## config.mk

```make
export PLATFORM = sky130hd
export DESIGN_NAME = password_writer
export DESIGN_NICKNAME = d
export VERILOG_FILES = /design/src/rtl/password_pkg.sv /design/src/rtl/key_press_det.sv /design/src/rtl/password_writer.sv
export SDC_FILE = /design/constraint.sdc
export NUM_CORES = 1
export LEC_CHECK = 0
export CORE_AREA = 2 2 78 80
export DETAILED_ROUTE_END_ITERATION = 16
export DIE_AREA = 0 0 80 82
export PLACE_DENSITY = 0.67
export SLEW_MARGIN = 20
export SYNTH_ARGS = -nofsm -noshare
export SYNTH_HDL_FRONTEND = slang
export SYNTH_SLANG_ARGS = --single-unit
export TNS_END_PERCENT = 1
```

## constraint.sdc

```tcl
create_clock -name clk -period 2.4 [get_ports clk]
set_input_delay 0.48 -clock clk [delete_from_list [all_inputs] [get_ports clk]]
set_output_delay 0.48 -clock clk [all_outputs]
set_load 0.03 [all_outputs]
```

## src/rtl/password_pkg.sv

```systemverilog
// Shared types and helpers for the keypad password lock (writer and checker).
package password_pkg;

    localparam int DIGIT_W = 4;
    localparam int BTN_W   = 10;

    typedef enum logic [2:0] {
        ST_IDLE     = 3'd0,
        ST_ENTER1   = 3'd1,
        ST_ENTER2   = 3'd2,
        ST_COMMIT   = 3'd3,
        ST_DONE_OK  = 3'd4,
        ST_DONE_ERR = 3'd5
    } state_t;

    localparam logic [1:0] LED_IDLE = 2'b00;
    localparam logic [1:0] LED_OK   = 2'b01;
    localparam logic [1:0] LED_ERR  = 2'b10;

    function automatic logic is_onehot(input logic [BTN_W-1:0] v);
        return (v != '0) && ((v & (v - 1'b1)) == '0);
    endfunction

    // Meaningful only when the input is one-hot; otherwise returns the highest set index.
    function automatic logic [DIGIT_W-1:0] onehot_to_idx(input logic [BTN_W-1:0] v);
        logic [DIGIT_W-1:0] idx;
        idx = '0;
        for (int k = 0; k < BTN_W; k++) begin
            if (v[k]) idx = DIGIT_W'(k);
        end
        return idx;
    endfunction

endpackage

```

## src/rtl/key_press_det.sv

```systemverilog
// Keypad press detector: a press is a one-hot button word following an all-zero word.
module key_press_det
    import password_pkg::*;
(
    input  logic               clk,
    input  logic               rst,
    input  logic [BTN_W-1:0]   button,
    output logic               press,
    output logic [DIGIT_W-1:0] digit
);

    logic [BTN_W-1:0] r_prev;

    always_ff @(posedge clk) begin
        if (rst) r_prev <= '0;
        else     r_prev <= button;
    end

    assign press = is_onehot(button) && (r_prev == '0);
    assign digit = onehot_to_idx(button);

endmodule

```

## src/rtl/password_writer.sv

```systemverilog
// Enrollment front end: capture a code twice, commit it only when both entries agree.
// Optional idle timeout in ENTER1/ENTER2 is built when PASSWORD_WRITER_TIMEOUT_EN is defined.
module password_writer
    import password_pkg::*;
#(
    parameter int                         DIGITS       = 4,
    parameter logic [4*DIGITS-1:0]        DEFAULT_CODE = {DIGITS{4'h0}},
    parameter int                         TIMEOUT_CYC  = 1000
)(
    input  logic                  clk,
    input  logic                  rst,
    input  logic                  start,
    input  logic [BTN_W-1:0]      button,
    input  logic                  rmx,
    output logic [4*DIGITS-1:0]   code_out,
    output logic                  code_valid,
    output logic                  busy,
    output logic [1:0]            LED_out,
    output state_t                state_dbg
);

    localparam int CNT_W = (DIGITS > 1) ? $clog2(DIGITS) : 1;

    logic                    w_press;
    logic [DIGIT_W-1:0]      w_digit;
    logic                    w_match;
    logic                    w_last;
    logic                    w_timeout;

    state_t                  r_state;
    logic [CNT_W-1:0]        r_cnt;
    logic                    r_mis;
    logic [4*DIGITS-1:0]     r_shadow;
    logic [4*DIGITS-1:0]     r_code;
    logic                    r_valid;
    logic                    r_busy;
    logic [1:0]              r_led;

    key_press_det u_det (
        .clk    (clk),
        .rst    (rst),
        .button (button),
        .press  (w_press),
        .digit  (w_digit)
    );

    assign w_match = (r_shadow[r_cnt*DIGIT_W +: DIGIT_W] == w_digit);
    assign w_last  = (r_cnt == CNT_W'(DIGITS - 1));

`ifdef PASSWORD_WRITER_TIMEOUT_EN
    localparam int TO_W = $clog2(TIMEOUT_CYC + 1);
    logic [TO_W-1:0] r_to_cnt;

    // Held at zero outside the entry states, so entering either state starts from zero.
    always_ff @(posedge clk) begin
        if (rst || w_press || !(r_state == ST_ENTER1 || r_state == ST_ENTER2))
            r_to_cnt <= '0;
        else
            r_to_cnt <= r_to_cnt + 1'b1;
    end

    assign w_timeout = (r_to_cnt == TO_W'(TIMEOUT_CYC - 1)) && !w_press;
`else
    assign w_timeout = 1'b0;
`endif

    always_ff @(posedge clk) begin
        if (rst) begin
            r_state  <= ST_IDLE;
            r_cnt    <= '0;
            r_mis    <= 1'b0;
            r_shadow <= '0;
            r_code   <= DEFAULT_CODE;
            r_valid  <= 1'b0;
            r_busy   <= 1'b0;
            r_led    <= LED_IDLE;
        end else begin
            case (r_state)
                ST_IDLE: begin
                    if (start) begin
                        r_state <= ST_ENTER1;
                        r_cnt   <= '0;
                        r_mis   <= 1'b0;
                        r_busy  <= 1'b1;
                    end
                end
                ST_ENTER1: begin
                    if (w_press) begin
                        r_shadow[r_cnt*DIGIT_W +: DIGIT_W] <= w_digit;
                        if (w_last) begin
                            r_state <= ST_ENTER2;
                            r_cnt   <= '0;
                        end else begin
                            r_cnt <= r_cnt + 1'b1;
                        end
                    end else if (w_timeout) begin
                        r_state <= ST_DONE_ERR;
                        r_led   <= LED_ERR;
                    end
                end
                ST_ENTER2: begin
                    if (w_press) begin
                        if (!w_match) r_mis <= 1'b1;
                        if (w_last) begin
                            r_cnt <= '0;
                            if (!r_mis && w_match) begin
                                r_state <= ST_COMMIT;
                            end else begin
                                r_state <= ST_DONE_ERR;
                                r_led   <= LED_ERR;
                            end
                        end else begin
                            r_cnt <= r_cnt + 1'b1;
                        end
                    end else if (w_timeout) begin
                        r_state <= ST_DONE_ERR;
                        r_led   <= LED_ERR;
                    end
                end
                ST_COMMIT: begin
                    r_code  <= r_shadow;
                    r_valid <= 1'b1;
                    r_state <= ST_DONE_OK;
                    r_led   <= LED_OK;
                end
                ST_DONE_OK, ST_DONE_ERR: begin
                    if (rmx) begin
                        r_state <= ST_IDLE;
                        r_busy  <= 1'b0;
                        r_led   <= LED_IDLE;
                    end
                end
                default: begin
                    r_state <= ST_IDLE;
                    r_busy  <= 1'b0;
                    r_led   <= LED_IDLE;
                end
            endcase
        end
    end

    assign code_out   = r_code;
    assign code_valid = r_valid;
    assign busy       = r_busy;
    assign LED_out    = r_led;
    assign state_dbg  = r_state;

endmodule

```

==> results.py, run 1 <==
metrics = {
    "finish": {
        "antenna_cells": 0,
        "layout_common_cells": "dfxtp_1, nand2_1, buf_4",
        "drive_above_1_share_pct": 23.1,
        "fin_nets": 374,
        "fin_area_sq_um": 3430,
        "fin_cells": 430,
        "mostFrequentLayoutCell": "dfxtp_1",
        "area_delta_synth_final_pct": 36.7,
    },
    "status": {
        "run_status": "finished clean",
    },
    "floorplan": {
        "dieHeight_um": 82,
        "die-area_sq_um": 6560,
        "start_util_pct": 43.7,
        "rows": 28,
        "die_w_um": 80,
        "core_area_sq_um": 5750,
        "io_pins": 37,
    },
    "clock_network": {
        "clock_sinks": 52,
        "path_clk_slew_ns": 0.10,
        "cts_root_buffer": "clkbuf_8",
        "cts_buffer_depth": 2,
        "postCtsHoldBufs": 0,
        "h-tree-depth": 2,
        "cts_tree": "done",
        "numCtsBuffers": 5,
        "insertion_delay_ns": 0.31,
    },
    "power_and_ir_drop": {
        "p_total_mw": 1.56,
        "power.leakage_nw": 1.20,
        "p_per_area_nw_per_um2": 455,
        "irDropWorstVdd_v": 0.000222,
    },
    "worst_setup_path": {
        "cp_cell_sequence": "clkdlybuf4s50_1 > nand2b_1 > a2111oi_4 > buf_6 > o2111ai_4 > or3_4 > a21oi_2",
        "slowest_delay_ns": 0.49,
        "start_kind": "input pin",
        "r2r_cells": 6,
        "crit_type": "input pin to flip-flop",
        "cp_top_family": "compound AO/OA/AOI/OAI gates",
        "path_buf_inv": 2,
        "reg2reg_to": "state_dbg[2]$_SDFFE_PP0P_",
        "critical_path_peak_fanout": 5,
        "worstPathArrival_ns": 2.59,
        "required_ns": 2.65,
        "r2r-start": "r_cnt[1]$_SDFFE_PP0P_",
        "slowest_stage": "clkdlybuf4s50_1",
        "ff2ff_setup_slack_ns": 0.21,
        "end_kind": "flip-flop",
    },
    "sta": {
        "slew_viol_final": 0,
        "worst_pin_slew_ns": 0.524,
        "worst_clock_skew_ns": 0.00434,
        "slew_headroom_pct": 65.0,
        "layout_min_cycle_time_ns": 2.34,
        "finalHoldViolCount": 0,
        "fmax_mhz": 427,
        "finalSetupViolCount": 0,
        "finalCritPeriodShare_pct": 97.5,
    },
    "route": {
        "vias": 2335,
        "remaining_drc_errors": 0,
        "drt-pass1-iter-count": 4,
        "wl_um": 6340,
        "drt_iter0_markers": 165,
        "vias_per_cell": 5.43,
        "ant_nets": 0,
        "wl_per_cell_um": 14.7,
    },
    "logic_synthesis": {
        "avgSynthCellArea_sq_um": 8.80,
        "ys_ff_latch": 52,
        "syn-cell-area_sq_um": 2510,
        "synthCells": 285,
        "syn_nets": 305,
        "ys_warn_count": 0,
        "yosysSeqAreaShare_pct": 41.5,
        "ys_types": 43,
    },
    "global_routing": {
        "grt_overflow": 0,
        "antenna_found_initial": 0,
        "grt_pass1_wl_um": 10000,
        "grt_usage_pct": 19.8,
        "grt_max_degree": 35,
        "grt_pass1_vias": 2147,
    },
    "place": {
        "dpl_cell_area_sq_um": 3170,
        "dp.cells": 417,
        "dpl.hpwl_um": 4440,
        "gp_congestion": 0.911,
        "numPortBuffers": 36,
    },
    "worst_hold_path": {
        "hold_path.class": "flip-flop to flip-flop",
        "min_delay_path_depth": 2,
        "hold_path_end": "code_out[7]$_SDFFE_PP0P_",
        "hp-start": "code_out[7]$_SDFFE_PP0P_",
    },
    "run": {
        "cap_violations": 0,
    },
}
## metrics by stage
step / hold WS, ns / utilization (%) / setup WS, ns / setup TNS [ns]
detailed placement: 0.448 / 55.2 / -0.436 / -8.78
CTS: 0.461 / 59.1 / 0.0491 / 0
global route: 0.481 / 59.7 / -0.0285 / -0.0285
global placement: 0.442 / 55.2 / -0.388 / -7.36
floorplan: 0.441 / - / 0.0166 / 0
finish: 0.457 / 59.7 / 0.0604 / 0
## area by class of cell
type	instances	area [sq um]
Clock inverter	2	16.3
Sequential cell	52	1040
Inverter	5	18.8
Fill cell	508	2320
Timing Repair Buffer	77	674
Clock buffer	6	72.6
Multi-Input combinational cell	213	1510
Tap cell	75	93.8
## synthesized netlist by cell type (all sizes together)
cell type | number | area share, %
a2111oi | 3 | 2.5
a211o | 1 | 0.35
a21oi | 35 | 7.0
a311o | 1 | 0.40
a31o | 1 | 0.35
a31oi | 1 | 0.25
and2 | 2 | 0.50
and3b | 1 | 0.35
buf | 1 | 0.15
clkbuf | 14 | 2.1
dfxtp | 52 | 41
ha | 6 | 3.0
inv | 5 | 0.75
maj3 | 1 | 0.40
mux2 | 3 | 1.3
mux4 | 4 | 3.6
nand2 | 50 | 7.5
nand2b | 4 | 1.0
nand3 | 7 | 1.4
nand3b | 8 | 2.4
nand4 | 1 | 0.25
nor2 | 18 | 2.7
nor2b | 12 | 3.0
nor3 | 1 | 0.20
nor3b | 1 | 0.30
nor4 | 2 | 0.50
o2111ai | 5 | 2.7
o211ai | 2 | 0.80
o21a | 4 | 1.2
o21ai | 5 | 1.0
o31ai | 6 | 2.0
o41ai | 9 | 3.1
or2 | 2 | 0.50
or3 | 12 | 3.2
or3b | 2 | 0.70
or4 | 1 | 0.30
xor2 | 2 | 0.70
## worst reg2reg max path, stage by stage (launching register included)
cell     delay (ns)
dfxtp_1        0.48
mux4_2         0.57
or3b_2         0.45
o31ai_1        0.12
buf_4          0.20
a311o_1        0.18
o21ai_1        0.07
## what timing repair did
item                                    4_1_cts  5_1_grt
endpoints found under the setup margin       21       16
pin swaps                                    14        4
setup buffers                                 4        1
resized for setup                            23        9
## worst max path at each step
stage	startpoint	end	slack, ns	cells past startpoint
after global placement	button[1]	r_mis$_SDFFE_PP0P_	-0.39	9
after detailed placement	button[3]	r_shadow[0]$_SDFFE_PP0P_	-0.44	8
final	button[6]	r_shadow[3]$_SDFFE_PP0P_	0.06	7
after global routing	button[6]	r_shadow[3]$_SDFFE_PP0P_	-0.03	7
after floorplan	button[1]	r_shadow[14]$_SDFFE_PP0P_	0.02	6
after CTS	button[8]	r_shadow[15]$_SDFFE_PP0P_	0.05	7
## sequential cells by signal, summed over array words and instances, names as in the netlist
register and count:
busy 1, r_mis 1, code_out 16, code_valid 1
u_det.r_prev 10, r_cnt 2, state_dbg 3, LED_out 2
r_shadow 16
## where the power goes
part,total (mW),internal [mW],switching (mW)
Sequential,0.882,0.874,0.00781
Clock,0.518,0.208,0.310
Combinational,0.160,0.0725,0.0877
## cells by family after synthesis
kind of cell	count (synthesis)	share of synthesized area, %
adder cells (fa/ha/maj)	7	3.39
multiplexers	7	4.94
AND/OR/NAND/NOR	124	24.7
buffers and inverters	20	2.99
AO/OA/AOI/OAI	73	21.7
flip-flops	52	41.5
XOR/XNOR	2	0.698
## metal layers
metal / track usage, % / wire length, um / part of all wire [%] / vias to the layer above
met5: 0 / 0 / 0 / -
met3: 2.53 / 229 / 3.6 / 12
met4: 9.15 / 142 / 2.2 / 0
met2: 32.6 / 3030 / 48 / 55
met1: 25.9 / 2940 / 46 / 1103
li1: - / - / - / 1165
No activity file was read; power rests on OpenSTA's default activity.
==> run 2, diff against run 1 <==
--- a/config.mk
+++ b/config.mk
@@ -5,10 +5,10 @@
 export SDC_FILE = /design/constraint.sdc
 export NUM_CORES = 1
 export LEC_CHECK = 0
-export CORE_AREA = 2 2 78 80
+export CORE_AREA = 2 2 93 68
 export DETAILED_ROUTE_END_ITERATION = 16
-export DIE_AREA = 0 0 80 82
-export PLACE_DENSITY = 0.67
+export DIE_AREA = 0 0 95 70
+export PLACE_DENSITY = 0.64
 export SLEW_MARGIN = 20
 export SYNTH_ARGS = -nofsm -noshare
 export SYNTH_HDL_FRONTEND = slang
==> constraint.sdc (replaced) <==
create_clock -name clk -period 2.82 [get_ports clk]
set_input_delay 0.564 -clock clk [delete_from_list [all_inputs] [get_ports clk]]
set_output_delay 0.564 -clock clk [all_outputs]
set_load 0.03 [all_outputs]
==> results.py, run 2 (synthesis results as in run 1) <==
metrics = {
    "place": {
        "gp_congestion": 0.838,
        "dpl_cell_area_sq_um": 3090,
        "place_ws_ns": -0.117,
        "dp.cells": 408,
        "numPortBuffers": 36,
        "dpl.hpwl_um": 4500,
    },
    "worst_setup_path": {
        "cp_top_family": "compound AO/OA/AOI/OAI gates",
        "path_buf_inv": 2,
        "cp.depth": 8,
        "start_kind": "input pin",
        "r2r-start": "r_cnt[0]$_SDFFE_PP0P_",
        "slowest_stage": "a2111oi_0",
        "r2r_cells": 6,
        "critical_path_peak_fanout": 7,
        "crit_end": "r_mis$_SDFFE_PP0P_",
        "reg2reg_to": "r_mis$_SDFFE_PP0P_",
        "end_kind": "flip-flop",
        "required_ns": 3.08,
        "worstPathArrival_ns": 2.89,
        "crit_start": "button[4]",
        "crit_type": "input pin to flip-flop",
        "ff2ff_setup_slack_ns": 0.44,
        "cp_cell_sequence": "clkdlybuf4s50_1 > or3_1 > o21a_1 > a2111oi_4 > buf_4 > o21ai_1 > a2111oi_0 > o21a_1",
        "cpMostUsedCell": "o21a_1",
        "slowest_delay_ns": 0.51,
    },
    "clock_network": {
        "numCtsBuffers": 5,
        "cts_buffer_depth": 2,
        "cts_setup_buffers": 0,
        "h-tree-depth": 2,
        "cts_tree": "done",
        "insertion_delay_ns": 0.31,
        "cts_root_buffer": "clkbuf_8",
        "clock_sinks": 52,
        "cts.repair.resized": 0,
        "path_clk_slew_ns": 0.09,
        "postCtsHoldBufs": 0,
    },
    "sta": {
        "hold_ws_ns": 0.457,
        "slew_headroom_pct": 46.6,
        "finalCritPeriodShare_pct": 93.2,
        "fin_ws_ns": 0.191,
        "worst_pin_slew_ns": 0.801,
        "finalHoldViolCount": 0,
        "fmax_mhz": 380,
        "layout_min_cycle_time_ns": 2.63,
        "tns_ns": 0,
        "rsz0062_at_grt": "false",
        "worst_clock_skew_ns": 0.00516,
        "slew_viol_final": 0,
        "finalSetupViolCount": 0,
    },
    "route": {
        "vias": 2235,
        "drt-pass1-iter-count": 4,
        "drt_iter0_markers": 108,
        "wl_per_cell_um": 14.8,
        "remaining_drc_errors": 0,
        "ant_nets": 0,
        "wl_um": 6160,
        "vias_per_cell": 5.39,
    },
    "global_routing": {
        "gr-usage-met3_pct": 4.85,
        "antenna_found_initial": 0,
        "grt_use_met2_pct": 29.9,
        "grt_max_degree": 47,
        "grt_use_met1_pct": 27.2,
        "grt_usage_pct": 19.3,
        "grt_pass1_wl_um": 10100,
        "grt_overflow": 0,
        "grt_pass1_vias": 2104,
        "busiest_layer": "met2",
    },
    "finish": {
        "fillers": 554,
        "drive_above_1_share_pct": 15.7,
        "fin_nets": 357,
        "fin_area_sq_um": 3170,
        "regArea_sq_um": 1040,
        "area_delta_synth_final_pct": 26.2,
        "fin_cells": 415,
        "layout_common_cells": "dfxtp_1, nand2_1, a21oi_1, clkdlybuf4s50_1, buf_4",
        "final_util_pct": 53.5,
        "mostFrequentLayoutCell": "dfxtp_1",
        "multi_input_area_sq_um": 1390,
        "antenna_cells": 0,
    },
    "floorplan": {
        "io_pins": 37,
        "die-area_sq_um": 6650,
        "dieHeight_um": 70,
        "die_w_um": 95,
        "core_area_sq_um": 5920,
        "start_util_pct": 42.4,
        "rows": 24,
    },
    "power_and_ir_drop": {
        "p_per_area_nw_per_um2": 407,
        "irDropWorstVdd_v": 0.000191,
        "p_total_mw": 1.29,
        "power.leakage_nw": 1.07,
    },
    "status": {
        "run_status": "finished clean",
    },
    "worst_hold_path": {
        "hold_path.class": "flip-flop to flip-flop",
    },
    "run": {
        "cap_violations": 0,
    },
}
-- run 2: changes by cell type in the layout (fill, tap and decap cells not counted), sizes merged --
cell	before	now
buf	42	25
clkbuf	7	5
clkdlybuf4s15	1	0
clkdlybuf4s50	28	35
dlygate4sd2	4	0
dlymetal6s2s	1	0
-- run 2: layout make-up --
type | instances | area share [%]
Multi-Input combinational cell | 213 | 44.0
Clock buffer | 5 | 2.17
Clock inverter | 2 | 0.395
Timing Repair Buffer | 60 | 16.9
Inverter | 5 | 0.593
Tap cell | 78 | 3.08
Sequential cell | 52 | 32.9
-- run 2: power breakdown --
part / leakage, nW / internal (mW) / switching (mW)
Combinational: 0.611 / 0.0541 / 0.0670
Sequential: 0.422 / 0.744 / 0.00679
Clock: 0.0400 / 0.169 / 0.249
Total: 1.07 / 0.966 / 0.323
-- run 2: how the worst min path moves through the flow --
stage / end / slack [ns] / depth (start not counted) / from
2_1_floorplan: r_mis$_SDFFE_PP0P_ / 0.44 / 1 / r_mis$_SDFFE_PP0P_
3_3_place_gp: code_out[4]$_SDFFE_PP0P_ / 0.44 / 2 / code_out[4]$_SDFFE_PP0P_
3_5_place_dp: code_out[3]$_SDFFE_PP0P_ / 0.45 / 2 / code_out[3]$_SDFFE_PP0P_
4_1_cts: code_out[3]$_SDFFE_PP0P_ / 0.46 / 2 / code_out[3]$_SDFFE_PP0P_
5_1_grt: code_out[13]$_SDFFE_PP0P_ / 0.48 / 2 / code_out[13]$_SDFFE_PP0P_
6_report: code_out[3]$_SDFFE_PP0P_ / 0.46 / 2 / code_out[3]$_SDFFE_PP0P_
-- run 2: worst register-to-register path, stage by stage (launching register included) --
cell and delay, ns:
dfxtp_1 0.64, mux4_2 0.59, or3b_2 0.21, o31ai_1 0.08
buf_4 0.15, a2111oi_0 0.51, o21a_1 0.16
-- run 2: routing by layer --
layer	vias up	routed length, um
li1	1119	-
met1	1056	3030
met2	52	2720
met3	8	337
met4	0	65
met5	-	0
==> run 3, diff against run 2 <==
--- a/config.mk
+++ b/config.mk
@@ -8,7 +8,8 @@
 export CORE_AREA = 2 2 93 68
 export DETAILED_ROUTE_END_ITERATION = 16
 export DIE_AREA = 0 0 95 70
-export PLACE_DENSITY = 0.64
+export DONT_BUFFER_PORTS = 1
+export PLACE_DENSITY = 0.55
 export SLEW_MARGIN = 20
 export SYNTH_ARGS = -nofsm -noshare
 export SYNTH_HDL_FRONTEND = slang
==> results.py, run 3 (synthesis results as in run 1) <==
metrics = {
    "worst_setup_path": {
        "critical_path_peak_fanout": 8,
        "crit_type": "input pin to flip-flop",
        "end_kind": "flip-flop",
        "ff2ff_setup_slack_ns": 0.63,
        "worstPathArrival_ns": 2.66,
        "crit_start": "button[3]",
        "r2r-start": "r_cnt[1]$_SDFFE_PP0P_",
        "start_kind": "input pin",
        "required_ns": 3.05,
    },
    "route": {
        "ant_nets": 0,
        "wl_um": 5730,
        "drt-pass1-iter-count": 4,
        "remaining_drc_errors": 0,
        "vias": 1985,
        "drt_iter0_markers": 93,
        "vias_per_cell": 5.47,
        "wl_per_cell_um": 15.8,
    },
    "finish": {
        "fin_nets": 305,
        "drive_above_1_share_pct": 12.6,
        "area_delta_synth_final_pct": 7.28,
        "mostFrequentLayoutCell": "dfxtp_1",
        "antenna_cells": 0,
        "final_util_pct": 45.5,
        "layout_common_cells": "dfxtp_1, nand2_1, a21oi_1",
    },
    "global_routing": {
        "gr-usage-met3_pct": 5.18,
        "grt_pass1_wl_um": 9510,
        "grt_max_degree": 64,
        "grt_use_met1_pct": 26.9,
        "grt_pass1_vias": 1884,
        "grt_usage_pct": 18.1,
        "grt_overflow": 0,
        "busiest_layer": "met1",
        "grt_use_met2_pct": 26.3,
        "antenna_found_initial": 0,
    },
    "sta": {
        "worst_clock_skew_ns": 0.00969,
        "finalSetupViolCount": 0,
        "layout_min_cycle_time_ns": 2.43,
        "slew_headroom_pct": 48.4,
        "rsz0062_at_grt": "false",
        "tns_ns": 0,
        "finalHoldViolCount": 0,
        "slew_viol_final": 0,
        "fmax_mhz": 412,
        "worst_pin_slew_ns": 0.769,
        "finalCritPeriodShare_pct": 86.2,
    },
    "status": {
        "run_status": "finished clean",
    },
    "run": {
        "cap_violations": 0,
    },
    "clock_network": {
        "cts_root_buffer": "clkbuf_8",
        "cts_setup_buffers": 0,
        "insertion_delay_ns": 0.30,
        "path_clk_slew_ns": 0.10,
        "cts.repair.resized": 0,
        "h-tree-depth": 2,
        "postCtsHoldBufs": 0,
        "cts_buffer_depth": 2,
        "cts_tree": "done",
        "numCtsBuffers": 5,
        "clock_sinks": 52,
    },
    "power_and_ir_drop": {
        "p_int_mw": 0.940,
        "power_switching_mw": 0.293,
        "power.share.clock_pct": 33.8,
        "p_per_area_nw_per_um2": 458,
        "power.share.switching_pct": 23.7,
        "combinationalPowerShare_pct": 5.5,
        "seq_power_share_pct": 60.7,
        "irDropWorstVdd_v": 0.000212,
        "power.leakage_nw": 0.871,
    },
    "worst_hold_path": {
        "hp-start": "rst",
        "hold_path.class": "input pin to flip-flop",
    },
    "floorplan": {
        "rows": 24,
        "die_w_um": 95,
        "core_area_sq_um": 5920,
        "start_util_pct": 42.4,
        "die-area_sq_um": 6650,
        "dieHeight_um": 70,
        "io_pins": 37,
    },
    "place": {
        "dpl.hpwl_um": 4030,
        "gp_congestion": 0.814,
        "numPortBuffers": 0,
    },
}
run 3: changes by cell type in the layout (fill, tap and decap cells not counted):
| cell | change |
|---|---|
| buf_2 | -1 |
| clkdlybuf4s50_1 | -35 |
| buf_4 | -16 |
run 3: cell type report:
class                      count  area (sq um)
clock buffer                   5          68.8
clock inverter                 2          12.5
fill                         588          3220
inverter                       5          18.8
multi-input combinational    213          1390
sequential                    52          1040
tap                           78          97.6
timing repair buffer           8          60.1
run 3: path summary, 6_finish.rpt:
| check | cells after the start | to |
|---|---|---|
| hold / removal | 1 | u_det.r_prev[3]$_SDFF_PP0_ |
| setup reg to reg | 5 | r_mis$_SDFFE_PP0P_ |
| setup / recovery | 5 | r_shadow[3]$_SDFFE_PP0P_ |
| hold reg to reg | 2 | code_out[11]$_SDFFE_PP0P_ |
run 3: stage by stage:
step	hold WS (ns)	cell area, sq um	cells	power (mW)	setup slack [ns]
global placement	0.459	2610	356	0.833	0.190
global route	0.304	2690	363	1.28	0.288
CTS	0.311	2690	363	1.25	0.420
detailed placement	0.460	2610	356	0.834	0.143
floorplan	0.441	2510	285	0.828	0.353
finish	0.319	2690	363	1.23	0.390
run 3: power groups by stage:
| stage | Combinational (mW) | Clock, mW | Sequential, mW |
|---|---|---|---|
| global placement | 0.0670 | 0 | 0.766 |
| finish | 0.0674 | 0.417 | 0.749 |
| CTS | 0.0677 | 0.430 | 0.749 |
| detailed placement | 0.0671 | 0 | 0.766 |
| global route | 0.0741 | 0.455 | 0.750 |
| floorplan | 0.0596 | 0 | 0.768 |
run 3: worst max-delay path: stages:
cell and delay [ns]:
or3_1 0.45, o31ai_2 0.72, o2111ai_2 0.34, or3_1 0.43, a21oi_1 0.15
run 3: layer usage:
layer | share of wire, % | vias to the layer above
met5 | 0 | -
met4 | 0.33 | 0
met3 | 5.3 | 2
met2 | 42 | 37
met1 | 53 | 924
li1 | - | 1022
